===== src/rtl/hazard_scoreboard.sv =====
// Decode-stage hazard and forwarding unit: tracks in-flight register writes across
// DEPTH post-decode stages and resolves each source operand to a forward select or a stall.
module hazard_scoreboard #(
  parameter int unsigned DEPTH      = 3,
  parameter int unsigned ALU_STAGE  = 1,
  parameter int unsigned LOAD_STAGE = 2,
  parameter int unsigned FLUSH_KILL = 0,
  parameter int unsigned CNT_W      = 32,
  localparam int unsigned SEL_W     = $clog2(DEPTH + 1)
) (
  input  logic             clk,
  input  logic             rst_n,
  input  logic             id_valid,
  input  logic [4:0]       id_rs1,
  input  logic [4:0]       id_rs2,
  input  logic             id_rs1_used,
  input  logic             id_rs2_used,
  input  logic [4:0]       id_rd,
  input  logic             id_rd_we,
  input  logic             id_is_load,
  input  logic             pipe_hold,
  input  logic             flush,
  output logic             stall,
  output logic             issue,
  output logic [SEL_W-1:0] fwd_rs1_sel,
  output logic [SEL_W-1:0] fwd_rs2_sel,
  output logic [CNT_W-1:0] stall_cnt
);

  localparam logic [SEL_W-1:0] ALU_AVAIL  = SEL_W'(ALU_STAGE);
  localparam logic [SEL_W-1:0] LOAD_AVAIL = SEL_W'(LOAD_STAGE);
  // Bit i set when stage i+1 is killed by a flush.
  localparam logic [DEPTH-1:0] KILL_MASK  = DEPTH'((64'd1 << FLUSH_KILL) - 64'd1);

  // Index i holds stage i+1 (index 0 = EX).
  logic [DEPTH-1:0] ent_valid;
  logic [4:0]       ent_rd    [DEPTH];
  logic [SEL_W-1:0] ent_avail [DEPTH];

  logic             rs1_live;
  logic             rs2_live;
  logic             rs1_found;
  logic             rs2_found;
  logic             hazard_rs1;
  logic             hazard_rs2;
  logic [DEPTH-1:0] valid_kept;
  logic             rec_write;

  assign rs1_live = id_rs1_used && (id_rs1 != 5'd0);
  assign rs2_live = id_rs2_used && (id_rs2 != 5'd0);

  // Youngest live match decides each operand; an older ready copy is never used past it.
  always_comb begin
    rs1_found   = 1'b0;
    rs2_found   = 1'b0;
    hazard_rs1  = 1'b0;
    hazard_rs2  = 1'b0;
    fwd_rs1_sel = '0;
    fwd_rs2_sel = '0;
    for (int unsigned i = 0; i < DEPTH; i++) begin
      if (!rs1_found && rs1_live && ent_valid[i] && (ent_rd[i] == id_rs1)) begin
        rs1_found = 1'b1;
        if (SEL_W'(i + 1) >= ent_avail[i]) begin
          fwd_rs1_sel = SEL_W'(i + 1);
        end else begin
          hazard_rs1 = 1'b1;
        end
      end
      if (!rs2_found && rs2_live && ent_valid[i] && (ent_rd[i] == id_rs2)) begin
        rs2_found = 1'b1;
        if (SEL_W'(i + 1) >= ent_avail[i]) begin
          fwd_rs2_sel = SEL_W'(i + 1);
        end else begin
          hazard_rs2 = 1'b1;
        end
      end
    end
  end

  assign stall      = id_valid & (hazard_rs1 | hazard_rs2);
  assign issue      = id_valid & ~stall & ~pipe_hold & ~flush;
  assign rec_write  = issue & id_rd_we & (id_rd != 5'd0);
  assign valid_kept = ent_valid & ~({DEPTH{flush}} & KILL_MASK);

  // Entries shift one stage per cycle unless held; flush kills apply either way.
  always_ff @(posedge clk or negedge rst_n) begin
    if (!rst_n) begin
      ent_valid <= '0;
      for (int unsigned i = 0; i < DEPTH; i++) begin
        ent_rd[i]    <= 5'd0;
        ent_avail[i] <= '0;
      end
    end else if (!pipe_hold) begin
      for (int unsigned i = 1; i < DEPTH; i++) begin
        ent_valid[i] <= valid_kept[i-1];
        ent_rd[i]    <= ent_rd[i-1];
        ent_avail[i] <= ent_avail[i-1];
      end
      ent_valid[0] <= rec_write;
      if (rec_write) begin
        ent_rd[0]    <= id_rd;
        ent_avail[0] <= id_is_load ? LOAD_AVAIL : ALU_AVAIL;
      end
    end else begin
      ent_valid <= valid_kept;
    end
  end

  // Saturating count of stalled cycles.
  always_ff @(posedge clk or negedge rst_n) begin
    if (!rst_n) begin
      stall_cnt <= '0;
    end else if (stall && (stall_cnt != '1)) begin
      stall_cnt <= stall_cnt + CNT_W'(1);
    end
  end

endmodule


===== config.mk =====
export PLATFORM = sky130hd
export DESIGN_NAME = hazard_scoreboard
export DESIGN_NICKNAME = d
export VERILOG_FILES = /design/src/rtl/hazard_scoreboard.sv
export SDC_FILE = /design/constraint.sdc
export NUM_CORES = 1
export LEC_CHECK = 0
export BUFFER_PORTS_ARGS = -buffer_cell sky130_fd_sc_hd__buf_2
export CAP_MARGIN = 15
export CORE_UTILIZATION = 54
export DETAILED_ROUTE_END_ITERATION = 10
export PLACE_DENSITY = 0.75
export SLEW_MARGIN = 20
export SYNTH_ARGS = -nofsm -noshare
export SYNTH_HDL_FRONTEND = slang
export SYNTH_SLANG_ARGS = --single-unit

===== constraint.sdc =====
create_clock -name clk -period 3.5 [get_ports clk]
set_input_delay 0.175 -clock clk [delete_from_list [all_inputs] [get_ports clk]]
set_output_delay 0.175 -clock clk [all_outputs]
set_load 0.01 [all_outputs]

# [Yosys cells after proc, flatten, opt, wreduce, memory -nomap -nowiden]
# Index checks and enable logic that the tools add are counted.
[word_totals] register_bits=56 latchBits=0 ram_bits=0 rom_bits=0 input_bits=24 n_memories=0
[classes] add_sub_neg=1 mul=0 n_div=0 n_lt_le_gt_ge=3 n_eq_ne=7 n_shift=0 n_mux=27 bitwise=10 reduce_logical=27
[op_table] op="32-bit by 1-bit adder with 32-bit output (second input constant)" count=1
[op_table] op="32-bit != test (second input constant)" count=1
[op_table] op="5-bit == test" count=6
[op_table] op="2-bit two-way mux" count=10
[op_table] op="1-bit logical AND" count=19
[op_table] op="1-bit two-way mux" count=17
[op_table] op="5-bit nonzero test" count=3
[op_table] op="1-bit AND" count=6
[op_table] op="2-bit >= comparator (first input constant)" count=2
[op_table] op="1-bit logical NOT" count=4
[op_table] op="1-bit NOT" count=3
[op_table] op="1-bit by 2-bit >= comparator with 1-bit output (first input constant)" count=1
[op_table] op="2-bit AND reduction" count=1
[op_table] op="1-bit bitwise OR" count=1

# [Logic depth before layout (Yosys ltp)]
# Gate-level depths: netlist of the first run.
[depth] depth_word=24 depth_mapped=12

# [Least setup slack after synthesis of the first run]
# Ideal clock, no wire load.
[synth_timing] kind="register to register" startpoint="reg stall_cnt[0]" endpoint="reg stall_cnt[27]" setup_time_ns=0.127 arrival_time_ns=2.378 required_time_ns=3.373 setup_slack_ns=0.995 path_stages_with_launch=13 path_buffers=4 path_cell_list="dfrtp_1 -> ha_1 -> and3_1 -> and3_1 -> clkbuf_1 -> and2_1 -> buf_2 -> a41oi_1 -> and2_2 -> buf_2 -> buf_2 -> nand4_1 -> xnor2_1"
[synth_via] elab_chain_len=2
[synth_lines] item="from (decl)" line="27" text="output logic [CNT_W-1:0] stall_cnt"
[synth_lines] item="from (signal assigned)" line="114" text="stall_cnt <= stall_cnt + CNT_W'(1);"
[synth_lines] item="branches (longest 2 deep; another with 32-bit by 1-bit adder with 32-bit output)"
# Parallel ways; which one is timed is not known.
# A chain may end at the register's enable or synchronous reset.

# [Final worst setup path of the first run]
[layout_timing] startpoint="reg stall_cnt[6]" endpoint="reg stall_cnt[9]"
# Same word-level chain as after synthesis.

==> metrics.txt, run 1 <==
Mean Syn Cell Area 11.0 sq um; f_max between 0.3 and 0.4 GHz; diode count 0; Synth Flop Type dfrtp_1; routed len/inst roughly 15 microns; Pins Over Slew Limit 0; Port-buffer cells 61; Int Pwr approximately 0.96 mW; Reg clk slew, reported paths 0.10 ns; Routed WL 5930 microns; post-cts repair resize count 0; Power Density 409 nW/um^2; Crit path top cell by count and3_1; layout cells sized above 1 roughly 30%; total setup buffers inserted after CTS 0; Gate power share between 15 and 20%; status finished clean; slowest stage cell, crit path dfrtp_1; via count roughly 2,100; Die ar. ~5500 sq um; Die Y roughly 74 microns; crit path DAT ~2.8 ns; vias in the first global route about 2,100; synth warn 0; largest net degree at the start of global routing 29; Synth async-reset ratio 100%; minimum clock period 2.64 ns; first-pass iteration count of the detailed router 4; switching part of the total between 20 and 30%; synthesized flop and latch total 54; CTS Buffer Depth 2; first-pass GRT wire length 9790 microns; EDFF count, synth 0; final setup vio count 0; routability cong. between 0.7 and 0.8; Min-Delay Path Depth 2; main area contributors after synthesis dfrtp_1 (48%), xnor2_1 (9.3%), xor2_1 (9.3%), mux2_2 (7.6%), and3_1 (3.3%); biggest fanout along the worst timing path 24; sequential area share after synthesis a little under half; clock skew between 0.008 and 0.009 ns; # fillers a little over 400; Via-to-Cell Ratio around 5.5; Max stage delay on crit path roughly 0.43 ns; drt initial violations 166; number of H-tree levels 2; leakage power figure 1.65 nW; Core Area about 4900 sq um; top cell type's share of synthesized area ~48%; setup_tns 0 ns; TritonCTS clock tree done; Total GRT Usage about a quarter; Critical Path RT between 3 and 4 ns; DP HPWL 4440 microns; leading area contributor after synthesis dfrtp_1; # rows 25; Worst Hold Class in -> reg; antenna violation net count after detailed routing 0; Initial Utilization roughly 58%; Area growth, synth to finish 16.4%; die extent in x about 74 microns; commonest cells after routing, fill and taps aside buf_2 (61), dfrtp_1 (54), xor2_1 (30), xnor2_1 (30), nand2_1 (24); worst r2r path cells 8; post-route cell area 3280 sq um; Post-DP Area 3170 sq um; final cycle utilization of the critical path ~76%; Clk pwr share ~28%; Overall Power between 1 and 1.5 mW; reported max-cap violation count 0; CP Cell Sequence and3_1, nand3_1, nor3b_2, and2_1, a41oi_1, and2_2, and3_1, xor2_1; # DRC 0; worst skew pair latency ~0.30 ns; worst rel slew slack between 50% and 60%; Post-Syn Nets approximately 280; final hold vios 0; commonest non-fill, non-tap cell in the layout buf_2; post-synthesis cell count roughly 260; sw power roughly 0.38 mW; initial antenna violation count 0; num ports a little over 60; final net count 343; Worst Tran Pin Value between 0.6 and 0.7 ns; synthesized area roughly 2800 sq um; total gr overflow 0; clock sink count 54; CP Class reg -> reg; Seq pwr share a little under three fifths; RSZ-0062 raised after global routing no; CTS Buf Count 5; Critical Path Start Type register; library cells used by synthesis 35; root buffer cell clkbuf_8; crit path capture type register; fin util 67.2%; VDD IR max roughly 0.27 mV
layout make-up:
type,count,area (sq um),share of cell area [%]
Clock inverter,1,8.76,0.267
Tap cell,67,83.8,2.56
Inverter,6,22.5,0.687
Clock buffer,7,86.3,2.63
Sequential cell,54,1350,41.2
Timing Repair Buffer,63,323,9.84
Multi-Input combinational cell,188,1400,42.8
cell usage after synthesis, types with 2 or more instances:
cell      number
nand3_1       11
nor4_1         7
mux2_2        19
nand2_1       24
o21ai_0        2
clkbuf_1       2
mux2i_1        3
and2_2         2
or4_1          3
and3_1        15
xnor2_1       30
dfrtp_1       54
nand4b_1       2
nor2_1        10
buf_2          4
xor2_1        30
inv_1          6
and2_1         3
nand4_1       13
worst max-delay path: cells and delay by family, from the launching register on:
kind	cells	cell delay, ns
compound gates	1	0.21
xor+xnor	1	0.13
flops	1	0.43
simple gates	6	1.75
kinds of logic (layout without fill, tap and decap cells):
group | after synthesis | after routing | synth area share (%)
and+or+nand+nor | 94 | 94 | 18.6
xor gates and xnor gates | 60 | 60 | 18.7
DFF | 54 | 54 | 48.0
muxes | 22 | 22 | 8.66
buffers and inverters | 14 | 77 | 2.18
AOI/OAI and AO/OA | 11 | 11 | 3.51
adders and majority gates | 1 | 1 | 0.444
layer usage:
| metal | global-route usage (%) | routed length (microns) |
|---|---|---|
| met1 | 33.8 | 2860 |
| met2 | 37.8 | 2730 |
| met3 | 4.20 | 284 |
| met4 | 6.29 | 54 |
| met5 | 0 | 0 |
stage by stage:
| step | worst slack (ns) | hold slack [ns] | instances |
|---|---|---|---|
| 5_1_grt | 0.641 | 0.0588 | 386 |
| 2_1_floorplan | 0.995 | -0.121 | 256 |
| 3_3_place_gp | 0.979 | 0.219 | 377 |
| 3_5_place_dp | 0.877 | 0.228 | 377 |
| 6_report | 0.857 | 0.0532 | 386 |
| 4_1_cts | 0.870 | 0.0514 | 386 |
worst paths after layout:
path / start / to / slack (ns)
min in group asynchronous: rst_n / ent_rd[1]$_DFFE_PN0N_ / 0.41
worst min register to register: stall_cnt[22]$_DFFE_PN0P_ / stall_cnt[22]$_DFFE_PN0P_ / 0.49
worst min-delay path: id_is_load / ent_avail[4]$_DFFE_PN0P_ / 0.05
max in group asynchronous: rst_n / stall_cnt[16]$_DFFE_PN0P_ / 2.28
worst max-delay path: stall_cnt[6]$_DFFE_PN0P_ / stall_cnt[9]$_DFFE_PN0P_ / 0.86
worst max register to register: stall_cnt[6]$_DFFE_PN0P_ / stall_cnt[9]$_DFFE_PN0P_ / 0.86
what timing repair did:
item	in CTS	in global routing
hold endpoints to repair	26	0
hold buffers	1	0
setup endpoints to repair	0	0
power groups by stage:
stage | clock network, mW | registers, mW | logic, mW
final | 0.369 | 0.761 | 0.212
after CTS | 0.379 | 0.761 | 0.214
after floorplan | 0 | 0.752 | 0.152
after global routing | 0.400 | 0.771 | 0.236
after detailed placement | 0 | 0.773 | 0.211
after global placement | 0 | 0.769 | 0.207
sequential cells by signal, indices dropped and copies added (netlist names):
name and count:
ent_rd 15, ent_valid 3, stall_cnt 32, ent_avail 4
Power figures use the tool's default switching activity.
==> inputs of run 2 (changes only) <==
Clock period 3.5 ns to 2.5 ns, I/O delays scaled along.
==> run 2 against run 1 <==
Sequential cell count is the same. Register-to-register slack lost 0.72 ns. Worst hold slack lost 0.036 ns. Via count grew 2.3%. Wire length grew 7.7%. Clock skew shrank 0.0022 ns. Critical path depth is the same. Clock power grew 25%.
==> metrics.txt, run 2 (same netlist as run 1, synthesis figures left out) <==
root buffer cell clkbuf_8; Min-Delay Path Depth 2 (unchanged); routed len/inst 16.0 microns (+4.2%); Storage cell area 1350 sq um (about the same); reported max-cap violation count 0 (unchanged); RSZ-0062 raised after global routing yes; die extent in x 74.2 microns (unchanged); leakage power figure 1.72 nW (+4.2%); Top Usage Layer GRT met2; diode count 0 (unchanged); status finished clean; worst skew pair latency 0.30 ns (about the same); # fillers 402 (-3.1%); Die Y 74.2 microns (unchanged); Initial Utilization 57.7% (unchanged); Total GRT Usage 25.2% (+1.5 points); layout cells sized above 1 34.6% (+4.9 points); Power Density 547 nW/um^2 (+34%); clock sink count 54 (unchanged); drt initial violations 125 (-25%); number of H-tree levels 2 (unchanged); Critical Path RT 2.38 ns (-1.31 ns); crit path DAT 2.29 ns (-0.55 ns); Critical Path Start Type register; minimum clock period roughly 2.4 ns; commonest cells after routing, fill and taps aside buf_2 (60), dfrtp_1 (53), xor2_1 (30), xnor2_1 (30), nand2_1 (24); fin util 70.1% (+2.9 points); pre-CTS setup slack 0.0250 ns (-0.852 ns); f_max between 0.4 and 0.5 GHz; biggest fanout along the worst timing path 4 (-83%); vias in the first global route 2,186 (+6.0%); Largest register FFs 32 (unchanged); Area growth, synth to finish 21.4%; Worst Hold Class in -> reg; Via-to-Cell Ratio 5.43 (-1.1%); first-pass GRT wire length 10,300 microns (+4.9%); final hold vios 0 (unchanged); Pins Over Slew Limit 0 (unchanged); setup_tns 0 ns (unchanged); met3 usage 5.01% (+0.81 points); CTS Buffer Depth 2 (unchanged); Setup WS post-layout 0.0865 ns (-0.770 ns); routability cong. 0.887 (+12%); # rows 25 (unchanged); crit path capture type output pin; Largest regs stall_cnt (32), ent_rd (15), ent_avail (4); Die ar. 5510 sq um (unchanged); via count 2,168 (+2.3%); multi-input combinational cell area 1450 sq um (+3.1%); Core Area 4880 sq um (unchanged); met2 GRT Util 40.4% (+2.6 points); VDD IR max 0.316 mV (+18%); commonest non-fill, non-tap cell in the layout buf_2; DP HPWL 4770 microns (+7.4%); GR met1 Demand/Resource 34.6% (+0.80 points); num ports 62 (unchanged); # DRC 0 (unchanged); Reg clk slew, reported paths 0.09 ns (about the same); Routed WL 6390 microns (+7.7%); first-pass iteration count of the detailed router 4 (unchanged); final setup vio count 0 (unchanged); Worst Tran Pin Value 0.461 ns (-0.162 ns); CP Class reg -> out; total gr overflow 0 (unchanged); Port-buffer cells 61 (unchanged); final cycle utilization of the critical path a little over nine tenths; largest net degree at the start of global routing 25 (-14%); worst rel slew slack 69.3% (+11 points); final net count 357 (+4.1%); TritonCTS clock tree done; antenna violation net count after detailed routing 0 (unchanged); largest reg by FF count stall_cnt; CTS Buf Count 5 (unchanged); initial antenna violation count 0 (unchanged); clock skew 0.00667 ns (-0.00221 ns); worst r2r path cells 8 (unchanged)
==> run 2: metrics by stage <==
stage	total power, mW	hold slack, ns	cell area (sq um)	cells
global placement	1.40	0.0802	3280	390
CTS	1.87	0.0109	3370	398
detailed placement	1.41	0.0881	3280	390
floorplan	1.27	-0.171	2820	256
finish	1.87	0.0172	3420	399
global route	1.96	0.0120	3420	399
==> run 2: worst paths after layout <==
| path | startpoint | slack (ns) | to |
|---|---|---|---|
| max | ent_rd[9]$_DFFE_PN0N_ | 0.09 | stall |
| min | id_is_load | 0.02 | ent_avail[4]$_DFFE_PN0P_ |
| max reg2reg | stall_cnt[19]$_DFFE_PN0P_ | 0.14 | stall_cnt[9]$_DFFE_PN0P_ |
| min reg2reg | stall_cnt[20]$_DFFE_PN0P_ | 0.49 | stall_cnt[20]$_DFFE_PN0P_ |
| max in group asynchronous | rst_n | 1.58 | stall_cnt[18]$_DFFE_PN0P_ |
| min in group asynchronous | rst_n | 0.28 | ent_rd[10]$_DFFE_PN0P_ |
==> run 2: where the power goes <==
group	switching (mW)	leakage, nW	internal, mW
clock	0.272	0.0438	0.189
combinational	0.158	0.971	0.187
sequential	0.104	0.704	0.960
total	0.534	1.72	1.34
==> run 2: critical path, cell delays in order (launching register included) <==
cell      delay [ns]
dfrtp_1         0.44
xor2_1          0.18
nor4_1          0.31
and3_1          0.27
a32oi_2         0.08
o221ai_2        0.28
buf_4           0.20
and2_4          0.14
buf_6           0.09
==> run 2: area by class of cell <==
class                      count  area share [%]
clock buffer                   5            2.01
clock inverter                 2           0.293
inverter                       6           0.659
multi-input combinational    188            42.3
sequential                    54            39.6
tap                           67            2.45
timing repair buffer          77            12.7
==> run 2: timing repair <==
| item | in CTS | in global routing |
|---|---|---|
| hold endpoints to repair | 17 | 0 |
| resized for setup | 0 | 9 |
| hold buffers | 1 | 0 |
| setup endpoints to repair | 0 | 33 |
| buffers inserted | 0 | 1 |
==> run 2: routing by layer <==
metal	part of all wire (%)	vias up
met4	0.81	0
li1	-	1038
met5	0	-
met2	48	63
met1	46	1063
met3	5.4	4
